[src/rtl/seg_pkg.sv]
`default_nettype none
// ============================================================================
//  Module      : seg_pkg
//  Description : Shared definitions for the 7-segment display receive path:
//                active-low segment patterns, 4-bit digit codes, the digit
//                code type, the frame-assembly FSM states and a helper that
//                maps a digit code to its numeric weight.
//  Revision    : 1.0 - initial release
// ============================================================================
package seg_pkg;

  typedef logic [3:0] digit_t;

  // Active-low segment patterns, bit order {g,f,e,d,c,b,a}
  localparam logic [6:0] SEG_0     = 7'h40;
  localparam logic [6:0] SEG_1     = 7'h79;
  localparam logic [6:0] SEG_2     = 7'h24;
  localparam logic [6:0] SEG_3     = 7'h30;
  localparam logic [6:0] SEG_4     = 7'h19;
  localparam logic [6:0] SEG_5     = 7'h12;
  localparam logic [6:0] SEG_6     = 7'h02;
  localparam logic [6:0] SEG_7     = 7'h78;
  localparam logic [6:0] SEG_8     = 7'h00;
  localparam logic [6:0] SEG_9     = 7'h10;
  localparam logic [6:0] SEG_MINUS = 7'h3F;
  localparam logic [6:0] SEG_BLANK = 7'h7F;

  localparam digit_t DIG_MINUS = 4'd10;
  localparam digit_t DIG_BLANK = 4'd11;
  localparam digit_t DIG_BAD   = 4'd15;

  typedef enum logic [0:0] {
    COLLECT = 1'b0,
    EMIT    = 1'b1
  } state_t;

  // Numeric contribution of a digit: minus, blank and bad codes count as 0
  function automatic digit_t digit_num(input digit_t code);
    return (code <= 4'd9) ? code : 4'd0;
  endfunction

endpackage
`default_nettype wire

[src/rtl/seg_decode.sv]
`default_nettype none
// ============================================================================
//  Module      : seg_decode
//  Description : Combinational 7-segment pattern to digit code decoder.
//                Ports: seg  [6:0] active-low pattern {g,f,e,d,c,b,a}
//                       code [3:0] digit code (0-9, 10 minus, 11 blank, 15 bad)
//                       bad        pattern is not in the table
//  Revision    : 1.0 - initial release
// ============================================================================
module seg_decode
  import seg_pkg::*;
(
  input  logic [6:0] seg,
  output digit_t     code,
  output logic       bad
);

  always_comb begin
    code = DIG_BAD;
    bad  = 1'b0;
    case (seg)
      SEG_0:     code = 4'd0;
      SEG_1:     code = 4'd1;
      SEG_2:     code = 4'd2;
      SEG_3:     code = 4'd3;
      SEG_4:     code = 4'd4;
      SEG_5:     code = 4'd5;
      SEG_6:     code = 4'd6;
      SEG_7:     code = 4'd7;
      SEG_8:     code = 4'd8;
      SEG_9:     code = 4'd9;
      SEG_MINUS: code = DIG_MINUS;
      SEG_BLANK: code = DIG_BLANK;
      default:   bad  = 1'b1;
    endcase
  end

endmodule
`default_nettype wire

[src/rtl/seg_display_rx.sv]
`default_nettype none
// ============================================================================
//  Module      : seg_display_rx
//  Description : Receive side of the multiplexed 7-segment display driver.
//                Debounces {enable, disp}, decodes each settled digit,
//                assembles a 4-digit frame and emits it with a one-cycle
//                frame_valid pulse.
//                Ports: clk, rst (async, active-low)
//                       disp[7:0]    active-low segments, [7] = dp
//                       enable[3:0]  active-low one-hot digit select
//                       digits[15:0] digit i at [4i+3:4i]
//                       value[13:0]  binary value of the frame
//                       is_neg       digit 3 is a minus sign
//                       frame_valid  one-cycle pulse on output update
//                       err          sticky illegal-enable / bad-pattern flag
//                       stale        no digit accepted for TIMEOUT cycles
//                       dp_out[3:0]  captured decimal points
//                Optional feature macro: SEG_DISPLAY_RX_DP_EN (dp capture).
//  Revision    : 1.0 - initial release
// ============================================================================
module seg_display_rx
  import seg_pkg::*;
#(
  parameter int SETTLE  = 4,
  parameter int TIMEOUT = 200000
) (
  input  logic        clk,
  input  logic        rst,
  input  logic [7:0]  disp,
  input  logic [3:0]  enable,
  output logic [15:0] digits,
  output logic [13:0] value,
  output logic        is_neg,
  output logic        frame_valid,
  output logic        err,
  output logic        stale,
  output logic [3:0]  dp_out
);

  localparam int             SW       = $clog2(SETTLE + 1);
  localparam int             TW       = $clog2(TIMEOUT + 1);
  localparam logic [SW-1:0]  SETTLE_C = SW'(SETTLE);
  localparam logic [TW-1:0]  TIMEOUT_C = TW'(TIMEOUT);

  logic [11:0]   r_sample;
  logic [SW-1:0] r_settle;
  logic [TW-1:0] r_idle;
  digit_t [3:0]  r_stage;
  logic [3:0]    r_mask;
  logic          r_err;
  state_t        r_state;
  state_t        w_state_nxt;
  digit_t [3:0]  r_digits;
  logic [13:0]   r_value;
  logic          r_is_neg;
  logic          r_frame_valid;

  logic [11:0]   w_sample;
  logic          w_same;
  logic [SW-1:0] w_settle_nxt;
  logic          w_settled;
  logic          w_en_off;
  logic          w_en_legal;
  logic          w_accept;
  logic          w_bad_en;
  logic [3:0]    w_slot_oh;
  digit_t        w_code;
  logic          w_code_bad;
  logic          w_emit;
  logic [13:0]   w_value;

  assign w_sample = {enable, disp};
  assign w_same   = (w_sample == r_sample);

  // Run length of identical samples, saturating at SETTLE
  assign w_settle_nxt = !w_same          ? SW'(1) :
                        (r_settle == SETTLE_C) ? r_settle :
                        r_settle + SW'(1);

  // Fires only on the cycle the run length first reaches SETTLE, so a held
  // digit is accepted exactly once
  assign w_settled = (w_settle_nxt == SETTLE_C) && !(w_same && (r_settle == SETTLE_C));

  assign w_en_off   = (enable == 4'b1111);
  assign w_en_legal = $onehot(~enable);
  assign w_slot_oh  = ~enable;
  assign w_accept   = w_settled && w_en_legal;
  assign w_bad_en   = w_settled && !w_en_legal && !w_en_off;

  seg_decode u_decode (
    .seg  (disp[6:0]),
    .code (w_code),
    .bad  (w_code_bad)
  );

  // Outputs are loaded on the COLLECT->EMIT transition so they are already
  // valid during the EMIT cycle in which frame_valid is high
  assign w_emit = (r_state == COLLECT) && (r_mask == 4'b1111);

  assign w_value = 14'(digit_num(r_stage[3])) * 14'd1000
                 + 14'(digit_num(r_stage[2])) * 14'd100
                 + 14'(digit_num(r_stage[1])) * 14'd10
                 + 14'(digit_num(r_stage[0]));

  always_ff @(posedge clk or negedge rst) begin
    if (!rst) begin
      r_state <= COLLECT;
    end else begin
      r_state <= w_state_nxt;
    end
  end

  always_comb begin
    w_state_nxt = r_state;
    case (r_state)
      COLLECT: if (r_mask == 4'b1111) w_state_nxt = EMIT;
      EMIT:    w_state_nxt = COLLECT;
      default: w_state_nxt = COLLECT;
    endcase
  end

  always_ff @(posedge clk or negedge rst) begin
    if (!rst) begin
      r_sample <= '0;
      r_settle <= '0;
      r_idle   <= '0;
      r_stage  <= '0;
      r_mask   <= '0;
      r_err    <= 1'b0;
    end else begin
      r_sample <= w_sample;
      r_settle <= w_settle_nxt;
      if (w_accept) begin
        r_idle <= '0;
      end else if (r_idle != TIMEOUT_C) begin
        r_idle <= r_idle + TW'(1);
      end
      for (int i = 0; i < 4; i++) begin
        if (w_accept && w_slot_oh[i]) r_stage[i] <= w_code;
      end
      // A digit accepted on the emit edge lands after the clear
      r_mask <= (w_emit ? 4'b0000 : r_mask) | (w_accept ? w_slot_oh : 4'b0000);
      if (w_bad_en || (w_accept && w_code_bad)) r_err <= 1'b1;
    end
  end

  always_ff @(posedge clk or negedge rst) begin
    if (!rst) begin
      r_digits      <= '0;
      r_value       <= '0;
      r_is_neg      <= 1'b0;
      r_frame_valid <= 1'b0;
    end else begin
      r_frame_valid <= w_emit;
      if (w_emit) begin
        r_digits <= r_stage;
        r_value  <= w_value;
        r_is_neg <= (r_stage[3] == DIG_MINUS);
      end
    end
  end

  assign digits      = r_digits;
  assign value       = r_value;
  assign is_neg      = r_is_neg;
  assign frame_valid = r_frame_valid;
  assign err         = r_err;
  assign stale       = (r_idle == TIMEOUT_C);

`ifdef SEG_DISPLAY_RX_DP_EN
  logic [3:0] r_dp_stage;
  logic [3:0] r_dp_out;

  always_ff @(posedge clk or negedge rst) begin
    if (!rst) begin
      r_dp_stage <= '0;
      r_dp_out   <= '0;
    end else begin
      for (int i = 0; i < 4; i++) begin
        if (w_accept && w_slot_oh[i]) r_dp_stage[i] <= ~disp[7];
      end
      if (w_emit) r_dp_out <= r_dp_stage;
    end
  end

  assign dp_out = r_dp_out;
`else
  logic w_unused_dp;
  assign w_unused_dp = disp[7];
  assign dp_out      = 4'b0000;
`endif

endmodule
`default_nettype wire

[config.mk]
export PLATFORM = sky130hd
export DESIGN_NAME = seg_display_rx
export DESIGN_NICKNAME = d
export VERILOG_FILES = /design/src/rtl/seg_pkg.sv /design/src/rtl/seg_decode.sv /design/src/rtl/seg_display_rx.sv
export SDC_FILE = /design/constraint.sdc
export NUM_CORES = 1
export LEC_CHECK = 0
export ABC_AREA = 1
export CORE_ASPECT_RATIO = 1.5
export CORE_UTILIZATION = 40
export DETAILED_ROUTE_END_ITERATION = 16
export GPL_ROUTABILITY_DRIVEN = 1
export SLEW_MARGIN = 20
export SYNTH_ARGS = -nofsm -noshare
export SYNTH_HDL_FRONTEND = slang
export SYNTH_SLANG_ARGS = --single-unit
[constraint.sdc]
create_clock -name clk -period 6.1 [get_ports clk]
set_input_delay 0.915 -clock clk [delete_from_list [all_inputs] [get_ports clk]]
set_output_delay 0.915 -clock clk [all_outputs]
set_load 0.05 [all_outputs]
==> results of run 1 <==
## layout by cell type (no fill, tap or decap)
master,Yosys,layout
and3_1,1,1
xnor2_1,14,14
clkdlybuf4s50_1,0,46
a31oi_1,7,7
a21oi_1,22,22
o41ai_1,1,1
nor3_1,17,17
o21bai_1,1,1
nor2_2,1,1
nand3b_1,1,1
clkinv_2,0,1
buf_4,5,3
or2_2,5,5
nand3_1,54,54
nor4_1,3,3
nand4_1,11,11
nand4_4,1,1
dfrtp_1,86,86
a21boi_0,1,1
nor2_1,71,71
clkbuf_8,0,2
fa_1,18,18
clkinvlp_4,0,1
nand2_1,192,192
inv_1,118,118
ha_1,58,58
inv_2,3,3
o21ai_1,4,4
nor2_4,5,5
conb_1,1,4
o21ai_0,33,33
bufinv_16,0,2
clkinv_4,0,1
clkbuf_16,0,9
xor2_1,11,11
## layer usage
| metal | wire, um | up-vias |
|---|---|---|
| met3 | 366 | 39 |
| li1 | - | 2477 |
| met5 | 0 | - |
| met4 | 639 | 0 |
| met1 | 5280 | 2348 |
| met2 | 7490 | 114 |
## tightest hold or removal path, stage by stage, from the launching register on
cell and delay, ps:
dfrtp_1 340, nand2_1 50, nand2_1 40
## power by group through the flow
| stage | Combinational [mW] | Sequential, mW | Clock (mW) |
|---|---|---|---|
| 6_report | 0.0702 | 0.577 | 0.619 |
| 3_3_place_gp | 0.0673 | 0.587 | 0 |
| 5_1_grt | 0.0799 | 0.577 | 0.653 |
| 3_5_place_dp | 0.0708 | 0.587 | 0 |
| 4_1_cts | 0.0708 | 0.576 | 0.632 |
| 2_1_floorplan | 0.0394 | 0.587 | 0 |
## registers in the layout, indices dropped and copies added (netlist names)
register / count
digits: 16
r_sample: 12
r_idle: 18
r_stage: 16
is_neg: 1
value: 14
frame_valid: 1
err: 1
r_mask: 4
r_settle: 3
## stage by stage
stage | cells | setup WS (ps) | hold WS (ps) | utilization [%] | area (sq um)
5_1_grt | 1004 | 727 | 503 | 47.6 | 6910
3_5_place_dp | 988 | 1080 | 459 | 45.3 | 6580
2_1_floorplan | 757 | 1620 | 442 | - | 5940
4_1_cts | 1004 | 1090 | 475 | 47.6 | 6910
6_report | 1004 | 1040 | 472 | 47.6 | 6910
3_3_place_gp | 988 | 1350 | 455 | 45.3 | 6580
## area by class of cell
class | instances | share of cell area [%]
clock inverters | 5 | 1.18
inverters | 121 | 6.57
well taps | 196 | 3.55
flip-flops and latches | 86 | 31.1
multi-input cells | 536 | 46.9
repair buffers | 49 | 6.99
clock buffers | 11 | 3.66
## logic make-up after synthesis
kind of cell	share of synthesized area [%]
buffers and inverters	9.18
DFF	36.3
adders and majority gates	18.3
xor gates and xnor gates	3.69
and+or+nand+nor	26.3
other	0.0633
AOI/OAI and AO/OA	6.12
## path summary, 6_finish.rpt
check | to | slack, ps | depth (start not counted)
min in group asynchronous | r_sample[4] | 520 | 1
min reg2reg | r_stage[6] | 470 | 2
min | r_stage[6] | 470 | 2
max | value[12] | 1040 | 21
max in group asynchronous | r_idle[1] | 4540 | 2
max reg2reg | value[12] | 1040 | 21
==> results.cfg, run 1 <==
[synthesis]
synth-main-ff-cell = dfrtp_1
syn_area_sq_um = 5930
yosysWarningCount = 0
yosys.cell_types.count = 32
synth.top_cell.area_share_pct = 36.3
synth-edff-count = 0
yosys-top-cells-count = 192 x nand2_1, 118 x inv_1, 86 x dfrtp_1
synth_area_leader_cell = dfrtp_1
yosysMostFrequentCell = nand2_1
yosys_register_bits = 86
avgSynthCellArea_sq_um = 7.86
ys_top_cells_by_area = dfrtp_1 36%, ha_1 12%, nand2_1 12%
synth_seq_area_share_pct = 36.3
async_flop_share_pct = 100
syn_inst = 754

[grt]
met3_usage_pct = 2.49
antenna_found_initial = 0
grt_max_degree = 51
use_met1_pct = 20.2
gr-usage-all-layers_pct = 19.3
gr-total-overflow = 0
use_met2_pct = 36.2
grt_pass1_vias = 5021
grt_pass1_wl_mm = 22.8
grt.busiest_layer = met2

[clock_network]
cts-buffers-inserted = 9
hold_buffers = 0
insertion_delay_ps = 340
cts_setup_buffers = 0
cts_root_buf = clkbuf_16
ctsHtreeMaxLevel = 3
clock_sinks = 86
cts_tree = built
cts-resized-gates = 0
clkTransAtPathRegs_ps = 70
cts_buffer_depth = 2

[setup_path]
critPathKind = reg -> reg
slowest_delay_ps = 610
r2r_start = r_stage[15]
path_max_fanout = 5
cp_slowest_cell = fa_1
arrival_ps = 5290
critPathRequiredTime_ps = 6330
cp_top_family = adder cells
critPathBufInv = 4
path_cells = inv_1, a21oi_1, nor2_1, inv_1, fa_1, inv_1, fa_1, ha_1, nand2_1, o21ai_0, xor2_1, ha_1, ha_1, ha_1, inv_1, nor3_1, o21ai_0, nand4_1, nand2_1, nand2_1, o21ai_0
crit_path_end_kind = register
cp-start-kind = register
worstSetupStartpoint = r_stage[15]

[placed_design]
routabilityCongestion = 0.962
hpwl_mm = 10.9
io_buffers = 47

[route]
antenna_left = 0
first_pass_iters = 4
drt-initial-drc-count = 272
drt_wl_total_mm = 13.8
vias = 4978
routedWlPerCell_um = 13.7
vias_per_cell = 4.96
drc = 0

[pwr]
p_leak_nw = 3.62
p_seq_share_pct = 45.5
p_sw_uw = 290
power.density_nw_per_um2 = 183
swShare_pct = 22.9
p_comb_share_pct = 5.5
internal_power_uw = 976
clockPowerShare_pct = 48.9
power.total_mw = 1.27
vdd_drop_max_mv = 0.140

[sta]
finClkSkew_ps = 6.93
timing.slew.headroom_pct = 55.9
rsz0062_at_grt = no
period_share_pct = 83.0
max_freq_ghz = 0.198
setup_viol = 0
drv_slew = 0
hold_violations = 0
final.setup.tns_ps = 0
worstMarginPinSlew_ps = 661
min_period_ps = 5060

[layout]
antenna_cells = 0
ff_latch_area_sq_um = 2150
n_fill_cell = 1410
multi_input_area_sq_um = 3240
areaGrowthSynthToFinish_pct = 16.6
final_nets = 893
drive_gt1_share_pct = 4.21

[hold_path]
hold_path.class = reg -> reg
hp-start = r_stage[6]

[run]
cap_violations = 0

[floorplan]
chipHeight_um = 151
die_area_sq_um = 15300
core-area_sq_um = 14500
die_w_um = 101
start_util_pct = 40.8
ios = 52
rows = 54

[outcome]
status = completed
Note: power is estimated with default switching activity, not from simulation.
==> run 2: changes to the inputs <==
Clock period 6.1 ns to 4.6 ns, I/O delays scaled along.
==> run 2 against run 1 <==
Effect of this change:
- combinational power is 31% higher
- fmax is 16% higher
- worst hold slack worse by 50 ps
- clock power is 39% higher
- cell count is 0.90% higher
- setup slack worse by 800 ps
- first-iteration DRC count is 29% lower
- sequential power is 32% higher
- critical path type unchanged
==> results.cfg, run 2 (same netlist as run 1, synthesis figures left out) <==
[sta]
period_share_pct = 94.8
min_period_ps = 4360
finClkSkew_ps = 9.85
timing.slew.headroom_pct = 49.4
max_freq_ghz = 0.229
hold_violations = 0
worstMarginPinSlew_ps = 760
drv_slew = 0
final.setup.tns_ps = 0
hold_ws_ps = 422
setup_viol = 0

[grt]
gr-total-overflow = 0
grt_pass1_vias = 5068
met3_usage_pct = 2.31
grt.busiest_layer = met2
gr-usage-all-layers_pct = 19.6
grt_pass1_wl_mm = 22.9
use_met1_pct = 19.9
grt_max_degree = 59
use_met2_pct = 37.7
antenna_found_initial = 0

[route]
first_pass_iters = 5
routedWlPerCell_um = 13.7
vias = 4977
drt-initial-drc-count = 194
antenna_left = 0
drt_wl_total_mm = 13.9
drc = 0
vias_per_cell = 4.91

[setup_path]
ff2ff_path_depth = 20
cp_slowest_cell = fa_1
critPathBufInv = 4
crit_path_end = value[12]
path_max_fanout = 4
r2r_start = r_stage[15]
path_depth = 20
r2r_end = value[12]
critPathKind = reg -> reg
critPathRequiredTime_ps = 4830
slowest_delay_ps = 570
worstSetupStartpoint = r_stage[15]
cp-start-kind = register
cp_top_family = adder cells
path_cells = buf_4, nor2_1, inv_1, fa_1, inv_1, fa_1, ha_4, a21oi_1, o21ai_2, xor2_1, ha_1, ha_1, ha_4, inv_2, nor3_2, nand3_1, nand4_1, nand2_1, nand2_1, o21ai_0
arrival_ps = 4600
regToRegSetupSlack_ps = 240
crit_path_end_kind = register

[pwr]
power.density_nw_per_um2 = 242
vdd_drop_max_mv = 0.172
p_leak_nw = 3.66

[run]
cap_violations = 0

[layout]
layout_common_cells = 192 x nand2_1, 116 x inv_1, 86 x dfrtp_1
antenna_cells = 0
largest_register = r_idle
drive_gt1_share_pct = 6.49
final_nets = 902
largest_register_ffs = 18
final_common_cell = nand2_1
areaGrowthSynthToFinish_pct = 19.4

[floorplan]
chipHeight_um = 151
core-area_sq_um = 14500
rows = 54
die_w_um = 101
ios = 52
die_area_sq_um = 15300
start_util_pct = 40.8

[hold_path]
hold_path.class = in -> async

[clock_network]
insertion_delay_ps = 350
hold_buffers = 0
ctsHtreeMaxLevel = 3
clkTransAtPathRegs_ps = 70
cts_root_buf = clkbuf_16
clock_sinks = 86
cts_buffer_depth = 2
cts_tree = built
cts-buffers-inserted = 9

[placed_design]
routabilityCongestion = 0.841
io_buffers = 47
hpwl_mm = 11.0

[outcome]
status = completed
[run 2: worst min path at each step]
| stage | from | to | cells after the start |
|---|---|---|---|
| after global routing | rst | r_sample[7] | 1 |
| final | rst | r_sample[7] | 1 |
| after global placement | r_stage[2] | r_stage[2] | 2 |
| after floorplan | rst | digits[0] | 0 |
| after CTS | rst | r_sample[7] | 1 |
| after detailed placement | value[1] | value[1] | 2 |
[run 2: metrics by stage]
step | area (sq um) | setup slack (ps) | total power, mW | utilization, % | cells
2_1_floorplan | 5940 | 124 | 0.831 | - | 757
3_3_place_gp | 6640 | 61.4 | 0.869 | 45.7 | 997
3_5_place_dp | 6640 | -50.1 | 0.872 | 45.7 | 997
4_1_cts | 6990 | 3.61 | 1.74 | 48.1 | 1013
5_1_grt | 7070 | -27.4 | 1.77 | 48.7 | 1013
6_report | 7070 | 238 | 1.71 | 48.7 | 1013
[run 2: routing by layer]
layer | routed length [um] | vias to the layer above | share of wire, %
met5 | 0 | - | 0
met4 | 607 | 0 | 4.4
li1 | - | 2489 | -
met2 | 7680 | 93 | 55
met3 | 273 | 42 | 2.0
met1 | 5300 | 2353 | 38
[run 2: area by class of cell]
| type | count | area [sq um] |
|---|---|---|
| Multi-Input combinational cell | 536 | 3320 |
| Fill cell | 1404 | 7450 |
| Sequential cell | 86 | 2150 |
| Timing Repair Buffer | 58 | 551 |
| Inverter | 121 | 454 |
| Tap cell | 196 | 245 |
| Clock buffer | 11 | 243 |
| Clock inverter | 5 | 106 |
[run 2: timing repair]
| action | 4_1_cts | 5_1_grt |
|---|---|---|
| setup buffers | 0 | 0 |
| resized for setup | 1 | 14 |
| setup endpoints to repair | 2 | 4 |
| pin swaps | 0 | 2 |
[run 2: worst reg2reg max path: stages, from the launching register on]
cell and delay [ps]:
dfrtp_1 380, buf_4 150, nor2_1 140, inv_1 120
fa_1 570, inv_1 110, fa_1 550, ha_4 230
a21oi_1 180, o21ai_2 100, xor2_1 160, ha_1 300
ha_1 340, ha_4 300, inv_2 50, nor3_2 180
nand3_1 100, nand4_1 130, nand2_1 60, nand2_1 50
o21ai_0 60
[run 2: where the power goes]
| group | total [mW] | switching [mW] | internal [mW] |
|---|---|---|---|
| Clock | 0.858 | 0.311 | 0.547 |
| Sequential | 0.764 | 0.00296 | 0.762 |
| Combinational | 0.0918 | 0.0653 | 0.0265 |
| Total | 1.71 | 0.380 | 1.33 |
==> edit 1 (flow settings as in run 1) <==
The parameter `SETTLE` goes from 4 to 2.
--- a/src/rtl/seg_display_rx.sv
+++ b/src/rtl/seg_display_rx.sv
@@ -21,7 +21,7 @@
 module seg_display_rx
   import seg_pkg::*;
 #(
-  parameter int SETTLE  = 4,
+  parameter int SETTLE  = 2,
   parameter int TIMEOUT = 200000
 ) (
   input  logic        clk,
Function: changed (a bounded check fails within 4 cycles, from zero or initial values and one cycle with rst low).
==> edit 1 against run 1 <==
Synthesized area decreased by 1.9%. Combinational power is 95% higher. Cell area shrank 2.5%. Power decreased by 0.32%. Synthesized cell count decreased by 0.53%. Routed wire length fell by 6.0%. Setup slack improved by 340 ps. Sequential cell count is 1 lower. Critical path type unchanged. Critical endpoint is now value[13].
==> edit 1: results <==
final_layout:
  drive_above_1_share_pct: 3.478
  fin_nets: 889
yosys:
  synth_area_leaders: "dfrtp_1 (37%), nand2_1 (13%), ha_1 (12%), inv_1 (7.2%), fa_1 (6.2%)"
  synth_compound_area_share_pct: 5.597
  synth_xor_area_share_pct: 4.069
  synth_common_cells: "nand2_1 (204), inv_1 (112), dfrtp_1 (85)"
  ys_types: 27
  synthAdderAreaFrac_pct: 18.47
status:
  status: "finished, final reports clean"
placement:
  placed_cell_area_mm2: 0.006467
  place_ws_ps: 1328
  dpl.hpwl_um: 10440
detailed_routing:
  drt_iter0_markers: 147
  vias_per_cell: 4.827
  drtPass1Iterations: 5
timing:
  worst_pin_slew_ps: 1099
  finClkSkew_ps: 6.539
pwr:
  p_int_mw: 0.9144
  ir_drop_mv: 0.1396
  leakagePower_nw: 3.611
global_routing:
  track_usage_pct: 19.04
  grt_pass1_wl_um: 22450
hold_path:
  hold_end: "r_stage[5]"
  worstHoldStart: "r_stage[5]"
setup_path:
  cp.arrival_ps: 4960
  rr_endpoint: "value[13]"
## edit 1: cell count changes after synthesis, moves of 3 or more
cell / before / now
a21oi_1: 22 / 19
buf_2: 3 / 0
clkbuf_1: 2 / 6
inv_1: 118 / 112
nand2_1: 192 / 204
nand3_1: 54 / 50
nor2_1: 71 / 81
nor2_4: 5 / 0
o21ai_1: 4 / 0
## edit 1: cell families (layout without fill, tap and decap cells)
family	Yosys count	in the layout
compound gates	61	61
xor+xnor	27	27
buf+inv	130	182
simple gates	371	371
fa+ha+maj	75	75
flops	85	85
other cells	1	4
## edit 1: critical path, cell delays in order (launching register included)
cell and delay, ps:
dfrtp_1 390, inv_1 130, nor2_1 70, nor2_1 220, inv_1 140, fa_1 550
fa_1 530, inv_1 40, ha_1 360, a21oi_1 90, o21bai_1 200, xor2_1 160
inv_1 50, ha_1 290, ha_1 290, ha_1 360, nand2_1 100, nor3_1 210
nand3_1 120, nand3_1 120, nand3_1 80, nand3_1 80, nand2_1 50
## edit 1: routing by layer
layer | wire length [um] | global-route usage (%) | vias to the layer above
li1 | - | - | 2449
met1 | 4954 | 19.12 | 2256
met2 | 7265 | 37.50 | 79
met3 | 274 | 2.896 | 29
met4 | 459 | 8.768 | 0
met5 | 0 | 0 | -
## edit 1: power by group through the flow
stage                     clock network [mW]  logic [mW]  registers, mW
after detailed placement                   0       0.140          0.625
after floorplan                            0      0.0923          0.621
after CTS                              0.525       0.140          0.615
after global placement                     0       0.135          0.625
final                                  0.510       0.137          0.615
after global routing                   0.545       0.161          0.619
## edit 1: cell type report
class	instances	area, um2
clock buffers	11	232.7
clock inverters	5	37.54
fillers	1436	7387
inverters	117	439.2
multi-input cells	538	3178
flip-flops and latches	85	2127
well taps	192	240.2
repair buffers	49	483.0
## edit 1: how the worst max path moves through the flow
| stage | startpoint | slack, ps | endpoint |
|---|---|---|---|
| global placement | r_stage[15] | 1510 | value[13] |
| floorplan | r_stage[15] | 1750 | value[13] |
| finish | r_stage[15] | 1370 | value[13] |
| CTS | r_stage[15] | 1330 | value[13] |
| detailed placement | r_stage[15] | 1330 | value[13] |
| global route | r_stage[14] | 940 | value[13] |
## edit 1: metrics by stage
stage	hold slack [ps]	power, mW	util, %	cells
detailed placement	461.8	0.7649	45.79	981
global placement	457.6	0.7597	45.79	981
finish	472.7	1.262	47.70	997
global route	498.4	1.325	47.70	997
floorplan	441.9	0.7132	-	753
CTS	477.8	1.280	47.70	997
==> edit 2 (config.mk and constraints of run 1) <==
Made on the original files. Register the output `value` once more, with the module's reset; this adds one clock of latency there. The other outputs are not delayed to match.
--- a/src/rtl/seg_display_rx.sv
+++ b/src/rtl/seg_display_rx.sv
@@ -161,7 +161,13 @@
   end
 
   assign digits      = r_digits;
-  assign value       = r_value;
+  always_ff @(posedge clk or negedge rst) begin
+    if (!rst) begin
+      value <= '0;
+    end else begin
+      value <= r_value;
+    end
+  end
   assign is_neg      = r_is_neg;
   assign frame_valid = r_frame_valid;
   assign err         = r_err;
Formal check against the unedited RTL: no difference found for any inputs over 10 cycles, from zero or initial values and one cycle with rst low; that may be too few to reach the edited logic, so the function may still have changed.
==> edit 2 against run 1 <==
Sequential share of layout area rose by 3.2 points. Power barely moved. Synthesized area rose by 6.9%. Sequential cell count rose by 14. Cell area rose by 5.3%. Setup slack improved by 190 ps. Routed wire length fell by 4.8%. Maximum frequency rose by 4.0%. Largest cell class unchanged.
==> edit 2: results <==
setup_path:
  reg2reg_depth: 22
  rrSetupSlack_ps: 1230
  rr_endpoint: "r_value[13]"
  cp.arrival_ps: 5100
placement:
  dpl.hpwl_um: 10330
  gp_congestion: 0.9291
  place_ws_ps: 1263
final_layout:
  buffers: 50
  clock_buffers: 10
  inverters: 137
  seq_share_pct: 34.38
  fill_cells: 1567
  nonClkBufAreaFrac_pct: 6.739
  fin_nets: 934
  multi_input_area_share_pct: 44.68
  drive_above_1_share_pct: 3.420
  num-multi-input-gates: 546
  clk_share_pct: 3.644
detailed_routing:
  vias_per_cell: 4.723
  drt_iter0_markers: 242
  wl_met2_um: 6673
  wirelength_um: 13110
  wl_met1_um: 5812
  dr_wl_met3_um: 348
pwr:
  ir_drop_mv: 0.1185
  leakagePower_nw: 3.914
yosys:
  synth_common_cells: "nand2_1 (211), inv_1 (135), dfrtp_1 (100)"
  ys_ff_latch: 100
  ys_seq_area_share_pct: 39.49
  synth_area_leaders: "dfrtp_1 (39%), nand2_1 (12%), ha_1 (11%), inv_1 (8.0%), fa_1 (5.7%)"
timing:
  worst_pin_slew_ps: 840.6
  finClkSkew_ps: 13.80
  final.period_utilization_pct: 79.78
global_routing:
  use_met3_pct: 2.464
  grt_use_met1_pct: 20.45
  grt_pass1_wl_um: 22610
  grt_start_max_net_pins: 70
  grt_pass1_vias: 4959
clocking:
  htreeDepth: 3
status:
  status: "finished, final reports clean"
hold_path:
  min_path_cells: 0
floorplanning:
  die_area_mm2: 0.01636
[edit 2: worst min-delay path by stage]
stage / slack, ps / end / start
after floorplan: 350 / value[0] / r_value[0]
after global placement: 360 / value[4] / r_value[4]
after detailed placement: 360 / value[5] / r_value[5]
after CTS: 380 / value[5] / r_value[5]
after global routing: 380 / value[12] / r_value[12]
final: 380 / value[8] / r_value[8]
[edit 2: per-stage QoR]
step | std cells | power [mW]
2_1_floorplan | 796 | 0.7198
3_3_place_gp | 1036 | 0.7533
3_5_place_dp | 1036 | 0.7543
4_1_cts | 1051 | 1.288
5_1_grt | 1051 | 1.314
6_report | 1051 | 1.267
[edit 2: worst reg2reg max path, stage by stage (launching register included)]
cell     delay (ps)
dfrtp_1         400
inv_1           100
nor2_1           90
inv_1            70
nor2_1          290
inv_1           160
fa_1            600
inv_1           110
fa_1            470
ha_1            360
a21oi_1         140
o21ai_0         130
xor2_1          170
ha_1            310
ha_1            300
ha_1            340
inv_1            80
o21ai_0         220
a21oi_1         120
nand3_1         110
nand3_1          80
nand3_1          80
nand2_1          40
[edit 2: power by group through the flow]
stage / Sequential [mW] / Clock, mW / Combinational [mW]
floorplan: 0.682 / 0 / 0.0380
global placement: 0.682 / 0 / 0.0715
detailed placement: 0.682 / 0 / 0.0724
CTS: 0.669 / 0.546 / 0.0727
global route: 0.669 / 0.563 / 0.0816
finish: 0.669 / 0.527 / 0.0706
[edit 2: cells by family (layout without fill, tap and decap cells)]
group / Yosys count / after routing / share of synthesized area [%]
buf+inv: 150 / 202 / 9.378
simple gates: 377 / 377 / 25.11
compound gates: 67 / 67 / 5.785
other cells: 1 / 4 / 0.05917
xor+xnor: 22 / 22 / 3.041
fa+ha+maj: 76 / 76 / 17.14
flops: 100 / 100 / 39.49
